[config.mk]
export PLATFORM = sky130hd
export DESIGN_NAME = lif_neuron
export DESIGN_NICKNAME = d
export VERILOG_FILES = /design/src/rtl/lif_pkg.sv /design/src/rtl/lif_integrate.sv /design/src/rtl/lif_neuron.sv
export SDC_FILE = /design/constraint.sdc
export NUM_CORES = 1
export LEC_CHECK = 0
export ABC_AREA = 0
export CAP_MARGIN = 15
export CELL_PAD_IN_SITES_DETAIL_PLACEMENT = 0
export CELL_PAD_IN_SITES_GLOBAL_PLACEMENT = 1
export CORE_ASPECT_RATIO = 1.25
export CORE_MARGIN = 2
export CORE_UTILIZATION = 31
export CTS_BUF_LIST = sky130_fd_sc_hd__clkbuf_8
export CTS_CLUSTER_DIAMETER = 30
export DETAILED_ROUTE_END_ITERATION = 12
export PLACE_DENSITY = 0.67
export SYNTH_ARGS = -nofsm -noshare
export SYNTH_HDL_FRONTEND = slang
export SYNTH_SLANG_ARGS = --single-unit
[constraint.sdc]
create_clock -name clk -period 5.1 [get_ports clk]
set_input_delay 1.02 -clock clk [delete_from_list [all_inputs] [get_ports clk]]
set_output_delay 1.02 -clock clk [all_outputs]
set_load 0.005 [all_outputs]
[src/rtl/lif_pkg.sv]
// Shared constants for the leaky-integrate-and-fire neuron tile.
// Latency: n/a (constants and pure helper functions only).
// Backpressure: n/a.
package lif_pkg;

  // Width of the membrane potential and of the input current.
  localparam int DATA_W = 8;

  // The threshold is the 4-bit config nibble with this fixed nibble below it.
  localparam logic [3:0] THR_LOW_NIBBLE = 4'hF;

  // Bit positions of the config fields carried on uio_in.
  localparam int TN_LSB = 0;
  localparam int TN_W   = 4;
  localparam int LS_LSB = 4;
  localparam int LS_W   = 3;
  localparam int RE_BIT = 7;

  // Default number of clamped cycles following a spike.
  localparam int DEF_REFRACT_CYCLES = 2;

  // Build the firing threshold from the config nibble: range 15..255.
  function automatic logic [DATA_W-1:0] make_thr(input logic [TN_W-1:0] tn);
    return {tn, THR_LOW_NIBBLE};
  endfunction

endpackage

[src/rtl/lif_integrate.sv]
// Leak, integrate and compare datapath for one LIF neuron.
// Latency: purely combinational (0 cycles).
// Backpressure: none; evaluated every cycle, the caller decides whether to commit.
module lif_integrate
  import lif_pkg::*;
(
  input  logic [DATA_W-1:0] u,
  input  logic [DATA_W-1:0] cur,
  input  logic [LS_W-1:0]   ls,
  input  logic [DATA_W-1:0] thr,
  output logic [DATA_W-1:0] s_sat,
  output logic              fire
);

  logic [DATA_W-1:0] leak;
  logic [DATA_W-1:0] leaked;
  logic [DATA_W:0]   sum;

  // Leak term: a zero shift means "no leak", not "leak everything".
  always_comb begin
    leak = '0;
    if (ls != '0) begin
      leak = u >> ls;
    end
  end

  // Integrate one extra bit wide, saturate, then compare against threshold.
  // leak never exceeds u, so the subtraction cannot wrap.
  always_comb begin
    leaked = u - leak;
    sum    = {1'b0, leaked} + {1'b0, cur};
    s_sat  = sum[DATA_W] ? {DATA_W{1'b1}} : sum[DATA_W-1:0];
    fire   = (s_sat >= thr);
  end

endmodule

[src/rtl/lif_neuron.sv]
// TinyTapeout tile: one LIF neuron, spike on uo_out[0], potential on uo_out[7:1].
// Latency: a crossing computed in cycle k shows on uo_out[0] in cycle k+1.
// Backpressure: none; ena=0 freezes potential and refractory count, drops spike.
module lif_neuron
  import lif_pkg::*;
#(
  parameter int REFRACT_CYCLES = DEF_REFRACT_CYCLES,
  parameter int REFRACT_W      = 4
) (
  input  logic       clk,
  input  logic       rst,
  input  logic [7:0] ui_in,
  output logic [7:0] uo_out,
  input  logic [7:0] uio_in,
  output logic [7:0] uio_out,
  output logic [7:0] uio_oe,
  input  logic       ena
);

  localparam logic [REFRACT_W-1:0] REFRACT_INIT = REFRACT_W'(REFRACT_CYCLES);
  localparam logic [REFRACT_W-1:0] RCNT_ONE     = REFRACT_W'(1);

  // Registered state.
  logic [DATA_W-1:0]    u_q, u_d;
  logic                 spike_q, spike_d;
  logic [REFRACT_W-1:0] rcnt_q, rcnt_d;

  // Static config decoded straight off the pins; a change applies at the next edge.
  logic [TN_W-1:0]   cfg_tn;
  logic [LS_W-1:0]   cfg_ls;
  logic              cfg_re;
  logic [DATA_W-1:0] thr;

  // Datapath results.
  logic [DATA_W-1:0] s_sat;
  logic              fire;

  assign cfg_tn = uio_in[TN_LSB +: TN_W];
  assign cfg_ls = uio_in[LS_LSB +: LS_W];
  assign cfg_re = uio_in[RE_BIT];
  assign thr    = make_thr(cfg_tn);

  lif_integrate u_integrate (
    .u     (u_q),
    .cur   (ui_in),
    .ls    (cfg_ls),
    .thr   (thr),
    .s_sat (s_sat),
    .fire  (fire)
  );

  // Next-state: refractory clamp beats firing, firing beats plain integration.
  // The spike is a single-cycle pulse, so it defaults low on every edge.
  always_comb begin
    u_d     = u_q;
    spike_d = 1'b0;
    rcnt_d  = rcnt_q;
    if (ena) begin
      if (rcnt_q != '0) begin
        u_d    = '0;
        rcnt_d = rcnt_q - RCNT_ONE;
      end else if (fire) begin
        spike_d = 1'b1;
        u_d     = '0;
        rcnt_d  = cfg_re ? REFRACT_INIT : '0;
      end else begin
        u_d = s_sat;
      end
    end
  end

  // State registers with immediate asynchronous clear.
  always_ff @(posedge clk or posedge rst) begin
    if (rst) begin
      u_q     <= '0;
      spike_q <= 1'b0;
      rcnt_q  <= '0;
    end else begin
      u_q     <= u_d;
      spike_q <= spike_d;
      rcnt_q  <= rcnt_d;
    end
  end

  // Pin mapping: u[0] is not exposed, bit 0 carries the spike instead.
  assign uo_out  = {u_q[DATA_W-1:1], spike_q};
  assign uio_out = 8'h00;
  assign uio_oe  = 8'h00;

endmodule

==> summary.txt, run 1 <==
Run status
  • Outcome: complete, but fails checks
  • Failing checks: setup timing

Floorplan
  • Chip height: about 86 µm
  • Die area: a little over 0.006 mm²
  • I/O Pins: 43
  • Starting density of the core: approximately a third
  • Die Wd: 69.9 µm
  • Placement Rows: 30
  • Core footprint: approximately 0.0053 mm²

Cells and area
  • Fin cells: ~340
  • Area Overhead vs Synth: 48.7%
  • Cell area after layout: between 0.002 and 0.003 mm²
  • Antenna Cells: 0
  • Share of post-route cells with drive strength above 1: a little over a third
  • Final nets: between 300 and 400

GRT
  • Total grt overflow: 0
  • Antenna violations before repair: 0
  • Tot GR Track Use: 13.0%
  • Maximum number of pins on one net before global-route repair: 16
  • Vias in the first global route: around 1400
  • First-pass GRT wire length: between 6000 and 7000 µm

Pwr
  • VDD IR max: between 0.3 and 0.4 mV
  • Pwr dens: around 750 mW/mm²
  • Pwr Total: around 1.9 mW
  • LEAKAGE: between 1 and 1.5 nW

Placement
  • GPL Wtd Cong: around 0.76
  • IO buf count: 26
  • Worst slack at placement: -1.00 ns
  • Placed cells: about 330
  • DP HPWL: 3210 µm
  • Placed Area: between 0.002 and 0.0025 mm²

Synthesis
  • Top cells by area, synth: dfrtp_1, ha_1, buf_4
  • Sequential fraction of the synthesis area: 19.3%
  • Syn. warnings: 0
  • Synthesized area per cell: ~8.0 µm²
  • EDFF count, synth: 0
  • Synth top cells by count: inv_1, buf_4, ha_1
  • Most frequent cell after synthesis: inv_1
  • Post-synth top area cell: dfrtp_1
  • Seq cells post-synth: 13
  • Async set or reset register ratio after synthesis: 100%
  • Yosys top cell area share: between 10% and 20%
  • Post-Syn Area: 0.00168 mm²
  • Main synth FF type: dfrtp_1
  • Synth cell types: 42
  • Syn Inst Count: 210

Drt
  • WL final: between 4000 and 5000 µm
  • Post-DRT Antenna Nets: 0
  • Initial detailed-routing violation count: 26
  • Drt drc: 0
  • DR pass1 iterations: 4
  • Vias per cell: 4.67
  • WL per Instance: roughly 12 µm
  • Via Count: about 1600

Min path
  • Hold Path Class: flip-flop to flip-flop

Flow run
  • Max-cap violations: 0

Timing
  • Final Setup Violations: 10
  • Setup_tns: -0.416 ns
  • Worst-margin pin slew: 0.557 ns
  • Slew HR: 62.8%
  • Final worst slack: -0.123 ns
  • Setup Skew: roughly 0.0017 ns
  • Final period utilization: 102%
  • Unrepaired setup endpoints after global routing: yes
  • Final Hold Viols: 0
  • Final Max Slew Viols: 0
  • Tmin final: ~5.2 ns
  • Fmax: between 150 and 200 MHz

Critical path
  • Critical Path Fanout Max: 6
  • CP Launch Type: input pin
  • Worst path required time: ~5.2 ns
  • Worst Path Arrival: roughly 5.3 ns
  • CP endpoint kind: flip-flop
  • CP Class: input pin to flip-flop

Clock tree
  • CTS buffer count: 3
  • Clk sink count: 13
  • Worst-case clock buffer depth: 2
  • Clk_lat worst skew: about 0.23 ns
  • H-Tree Depth: 1
  • Root Driver: clkbuf_8
  • TritonCTS clock tree: yes
  • Clock-pin transition on the worst setup and hold timing paths: approximately 0.05 ns
  • Post-CTS Hold Fix Bufs: 0
## report_power, final
group | internal [mW] | switching, mW
registers | 0.134 | 0.0291
logic | 0.882 | 0.742
clock network | 0.0528 | 0.0315
## final cells by class
cell class / instances / area (µm²)
tap: 64 / 80.1
timing repair buffer: 73 / 631
fill: 500 / 2830
sequential: 13 / 325
clock buffer: 3 / 41.3
clock inverter: 1 / 3.75
multi-input combinational: 159 / 1330
inverter: 25 / 93.8
## sequential cells by signal, indices dropped and copies added, names as in the netlist
| register | count |
|---|---|
| u_q | 8 |
| spike_q | 1 |
| rcnt_q | 4 |
## metal layers
layer  GRT usage [%]  routed length (µm)  part of all wire, %  vias up
met1            16.6                1820                   45      713
li1                -                   -                    -      823
met3            1.16                 155                  3.8        6
met5               0                   0                    0        -
met2            24.0                2030                   50       37
met4            2.45                  63                  1.5        0
## layout by cell type, fill, tap and decap left out, types with 4 or more instances in the layout
cell type        instances
clkdlybuf4s50_1         23
a21oi_1                  4
conb_1                  16
or3_1                    4
nand2_1                 10
nor2_1                  11
a21o_1                   6
o21ai_0                  8
ha_1                    15
o22ai_1                  6
inv_1                   24
buf_4                   45
xnor2_1                  8
a21oi_2                  5
o21bai_1                 4
dfrtp_1                 13
## final timing paths
kind / start / to / slack, ns / depth (start not counted)
worst max-delay path: uio_in[5] / rcnt_q[1] / -0.12 / 27
worst min-delay path: rcnt_q[2] / rcnt_q[2] / 0.53 / 2
worst max register to register: u_q[1] / rcnt_q[1] / 0.29 / 25
worst min register to register: rcnt_q[2] / rcnt_q[2] / 0.53 / 2
max in group asynchronous: rst / u_q[7] / 3.68 / 2
min in group asynchronous: rst / rcnt_q[3] / 1.10 / 2
## per-stage QoR
stage / hold WS, ns / utilization [%]
2_1_floorplan: 0.475 / -
3_3_place_gp: 0.512 / 41.3
3_5_place_dp: 0.517 / 41.3
4_1_cts: 0.529 / 44.2
5_1_grt: 0.564 / 46.9
6_report: 0.528 / 46.9
## what timing repair did
item	CTS	global route
setup endpoints to repair	11	11
resized for setup	34	29
pin swaps	22	19
buffers inserted	3	5
## critical path, cell delays in order
cell       delay [ns]
buf_12           0.11
buf_6            0.12
nand2_2          0.06
o21ai_2          0.06
o21ai_2          0.16
a21oi_2          0.08
ha_2             0.19
fa_2             0.36
inv_2            0.05
a21o_1           0.11
a21oi_2          0.06
buf_4            0.13
xnor2_1          0.12
ha_1             0.29
buf_4            0.14
o21ai_0          0.13
o21ai_1          0.15
a31o_4           0.29
o21bai_2         0.23
ha_1             0.30
and4_4           0.20
nand4_1          0.08
nor3b_2          0.06
a2111oi_4        0.36
buf_4            0.21
a21boi_2         0.07
a2bb2oi_2        0.16
## logic make-up (layout without fill, tap and decap cells)
| logic type | count (synthesis) | in the layout | share of synthesized area (%) |
|---|---|---|---|
| flops | 13 | 13 | 19.3 |
| simple gates | 51 | 51 | 15.2 |
| other cells | 1 | 16 | 0.223 |
| mux | 3 | 3 | 1.78 |
| fa+ha+maj | 22 | 22 | 17.2 |
| compound gates | 57 | 57 | 23.9 |
| buf+inv | 53 | 102 | 17.2 |
| xor+xnor | 10 | 10 | 5.20 |
(Power assumes the default switching activity.)
==> run 2: changes to the inputs <==
CORE_MARGIN = default   (was 2)
PLACE_DENSITY = 0.69   (was 0.67)
clock period = 6.35 ns   (was 5.1 ns; I/O delays follow)
==> summary.txt, run 2 (synthesized netlist as in run 1, its figures left out) <==
Critical path
  • Critical Path Fanout Max: 7 (+1)
  • CP endpoint kind: flip-flop
  • R2R setup slack: 1.29 ns (+1.00 ns)
  • CP Class: input pin to flip-flop
  • Worst r2r path cells: 24 (-4.0%)
  • Worst Setup EP: u_q[2]
  • Critical path origin: uio_in[6]
  • Worst R2R Start: u_q[7]
  • CP Launch Type: input pin
  • Worst Path Arrival: 5.99 ns (+0.67 ns)
  • Worst path required time: 6.50 ns (+1.30 ns)
  • Critical register-to-register path endpoint: u_q[2]

Timing
  • Tmin final: between 5 and 6 ns
  • Final Hold Viols: 0 (unchanged)
  • Final period utilization: approximately nine tenths
  • Unrepaired setup endpoints after global routing: no
  • Setup Skew: 0.00282 ns (+0.00114 ns)
  • Hold_ws: 0.520 ns (-0.00794 ns)
  • Final Setup Violations: 0 (-10)
  • Final Max Slew Viols: 0 (unchanged)
  • Worst-margin pin slew: 0.672 ns (+0.116 ns)
  • Slew HR: 55.0% (-7.7 points)
  • Fmax: ~170 MHz

Clock tree
  • H-Tree Depth: 1 (unchanged)
  • TritonCTS clock tree: yes
  • Clk sink count: 13 (unchanged)
  • Clock-pin transition on the worst setup and hold timing paths: 0.05 ns (about the same)
  • Worst-case clock buffer depth: 2 (unchanged)
  • CTS buffer count: 3 (unchanged)
  • Clk_lat worst skew: 0.24 ns (about the same)
  • Root Driver: clkbuf_8

Pwr
  • VDD IR max: 0.198 mV (-41%)
  • Pwr dens: 543 mW/mm² (-27%)
  • LEAKAGE: 1.02 nW (-12%)
  • Pwr Total: 1.18 mW (-37%)

Drt
  • M1 WL: 1680 µm (-7.7%)
  • Vias per cell: 4.80 (+2.7%)
  • Via Count: 1477 (-6.5%)
  • Initial detailed-routing violation count: 31 (+19%)
  • Post-DRT Antenna Nets: 0 (unchanged)
  • DR top layer: met4
  • Routed length on met2: 1800 µm (-11%)
  • Drt drc: 0 (unchanged)
  • WL final: 3610 µm (-11%)
  • WL per Instance: 11.7 µm (-2.7%)
  • Met3 wire len: 89 µm (-43%)
  • DR pass1 iterations: 4 (unchanged)

GRT
  • First-pass GRT wire length: 6300 µm (-3.7%)
  • Antenna violations before repair: 0 (unchanged)
  • Total grt overflow: 0 (unchanged)
  • Maximum number of pins on one net before global-route repair: 16 (unchanged)
  • Tot GR Track Use: 14.0% (+1.0 points)
  • Vias in the first global route: 1427 (-1.2%)

Cells and area
  • Most frequent cells in the layout: inv_1, clkdlybuf4s50_1, ha_1, buf_4, conb_1
  • Largest Register: u_q
  • Antenna Cells: 0 (unchanged)
  • Most common cell after layout, fill and taps aside: inv_1
  • Final nets: 288 (-8.9%)
  • Max reg flops: 8 (unchanged)
  • Share of post-route cells with drive strength above 1: 17.1% (-18 points)
  • Largest regs: u_q (8), rcnt_q (4), spike_q (1)
  • Cell area after layout: 0.00217 mm² (-13%)
  • Area Overhead vs Synth: 28.8%

Floorplan
  • Starting density of the core: 32.7% (+1.1 points)
  • Placement Rows: 29 (-3.3%)
  • Core footprint: 0.00515 mm² (-3.3%)
  • Chip height: 84.4 µm (-2.3%)
  • Die Wd: 67.9 µm (-2.9%)
  • I/O Pins: 43 (unchanged)
  • Die area: 0.00573 mm² (-5.1%)

Run status
  • Outcome: finished, final reports clean

Placement
  • IO buf count: 26 (unchanged)
  • Placed Area: 0.00202 mm² (-8.0%)
  • GPL Wtd Cong: 0.783 (+2.8%)
  • DP HPWL: 3020 µm (-5.7%)

Flow run
  • Max-cap violations: 0 (unchanged)

Min path
  • Hold Path Class: flip-flop to flip-flop
## run 2: repair_timing
action                                  CTS  global route
setup buffers                             0             0
resized for setup                         0            22
hold endpoints to repair                  0             0
pin swaps                                 1            10
hold buffers                              0             0
endpoints found under the setup margin    7            11
## run 2: how the worst min path moves through the flow
stage               startpoint   endpoint  depth (start not counted)
floorplan            rcnt_q[2]  rcnt_q[2]                          2
global placement     rcnt_q[0]  rcnt_q[0]                          2
detailed placement   rcnt_q[0]  rcnt_q[0]                          2
CTS                  rcnt_q[0]  rcnt_q[0]                          2
global route         rcnt_q[0]  rcnt_q[0]                          2
finish               rcnt_q[0]  rcnt_q[0]                          2
## run 2: power by group
part / internal [mW] / switching (mW) / leakage (nW)
registers: 0.108 / 0.0265 / 0.173
clock network: 0.0427 / 0.0288 / 0.0269
logic: 0.483 / 0.490 / 0.820
## run 2: stage by stage
| step | std cells | utilization, % | setup slack [ns] | setup TNS (ns) |
|---|---|---|---|---|
| floorplan | 225 | - | 0.659 | 0 |
| global placement | 304 | 39.3 | -0.304 | -2.73 |
| detailed placement | 304 | 39.3 | -0.259 | -2.19 |
| CTS | 308 | 40.2 | 0.00307 | 0 |
| global route | 308 | 42.1 | 0.118 | 0 |
| finish | 308 | 42.1 | 0.513 | 0 |
## run 2: final cells by class
class	count	area (µm²)
clock buffers	3	41.3
fillers	529	2980
inverters	25	93.8
repair buffers	45	412
flip-flops and latches	13	325
multi-input cells	159	1210
clock inverters	1	3.75
well taps	62	77.6
## run 2: per-layer routing
metal	global-route usage (%)	vias up
li1	-	767
met1	18.6	673
met2	24.2	33
met3	0.815	4
met4	3.22	0
met5	0	-
## run 2: worst max-delay path, cell delays in order
cell             delay [ns]
clkdlybuf4s50_1        0.50
a221oi_1               0.27
a21o_1                 0.14
ha_1                   0.23
a21o_1                 0.19
a21oi_2                0.19
a2bb2oi_2              0.17
nor2b_2                0.16
xnor2_1                0.07
ha_1                   0.21
or4_1                  0.52
o211ai_1               0.21
xor2_1                 0.17
nor2b_4                0.17
inv_1                  0.06
ha_1                   0.28
and4_1                 0.20
buf_4                  0.14
a2111oi_4              0.48
nand3_4                0.21
o22ai_1                0.16
==> run 3: changes to the inputs <==
TNS_END_PERCENT = 20   (was default)
==> results of run 3 <==
Same layout as run 2: the final DEF is identical, and so are final timing and power.
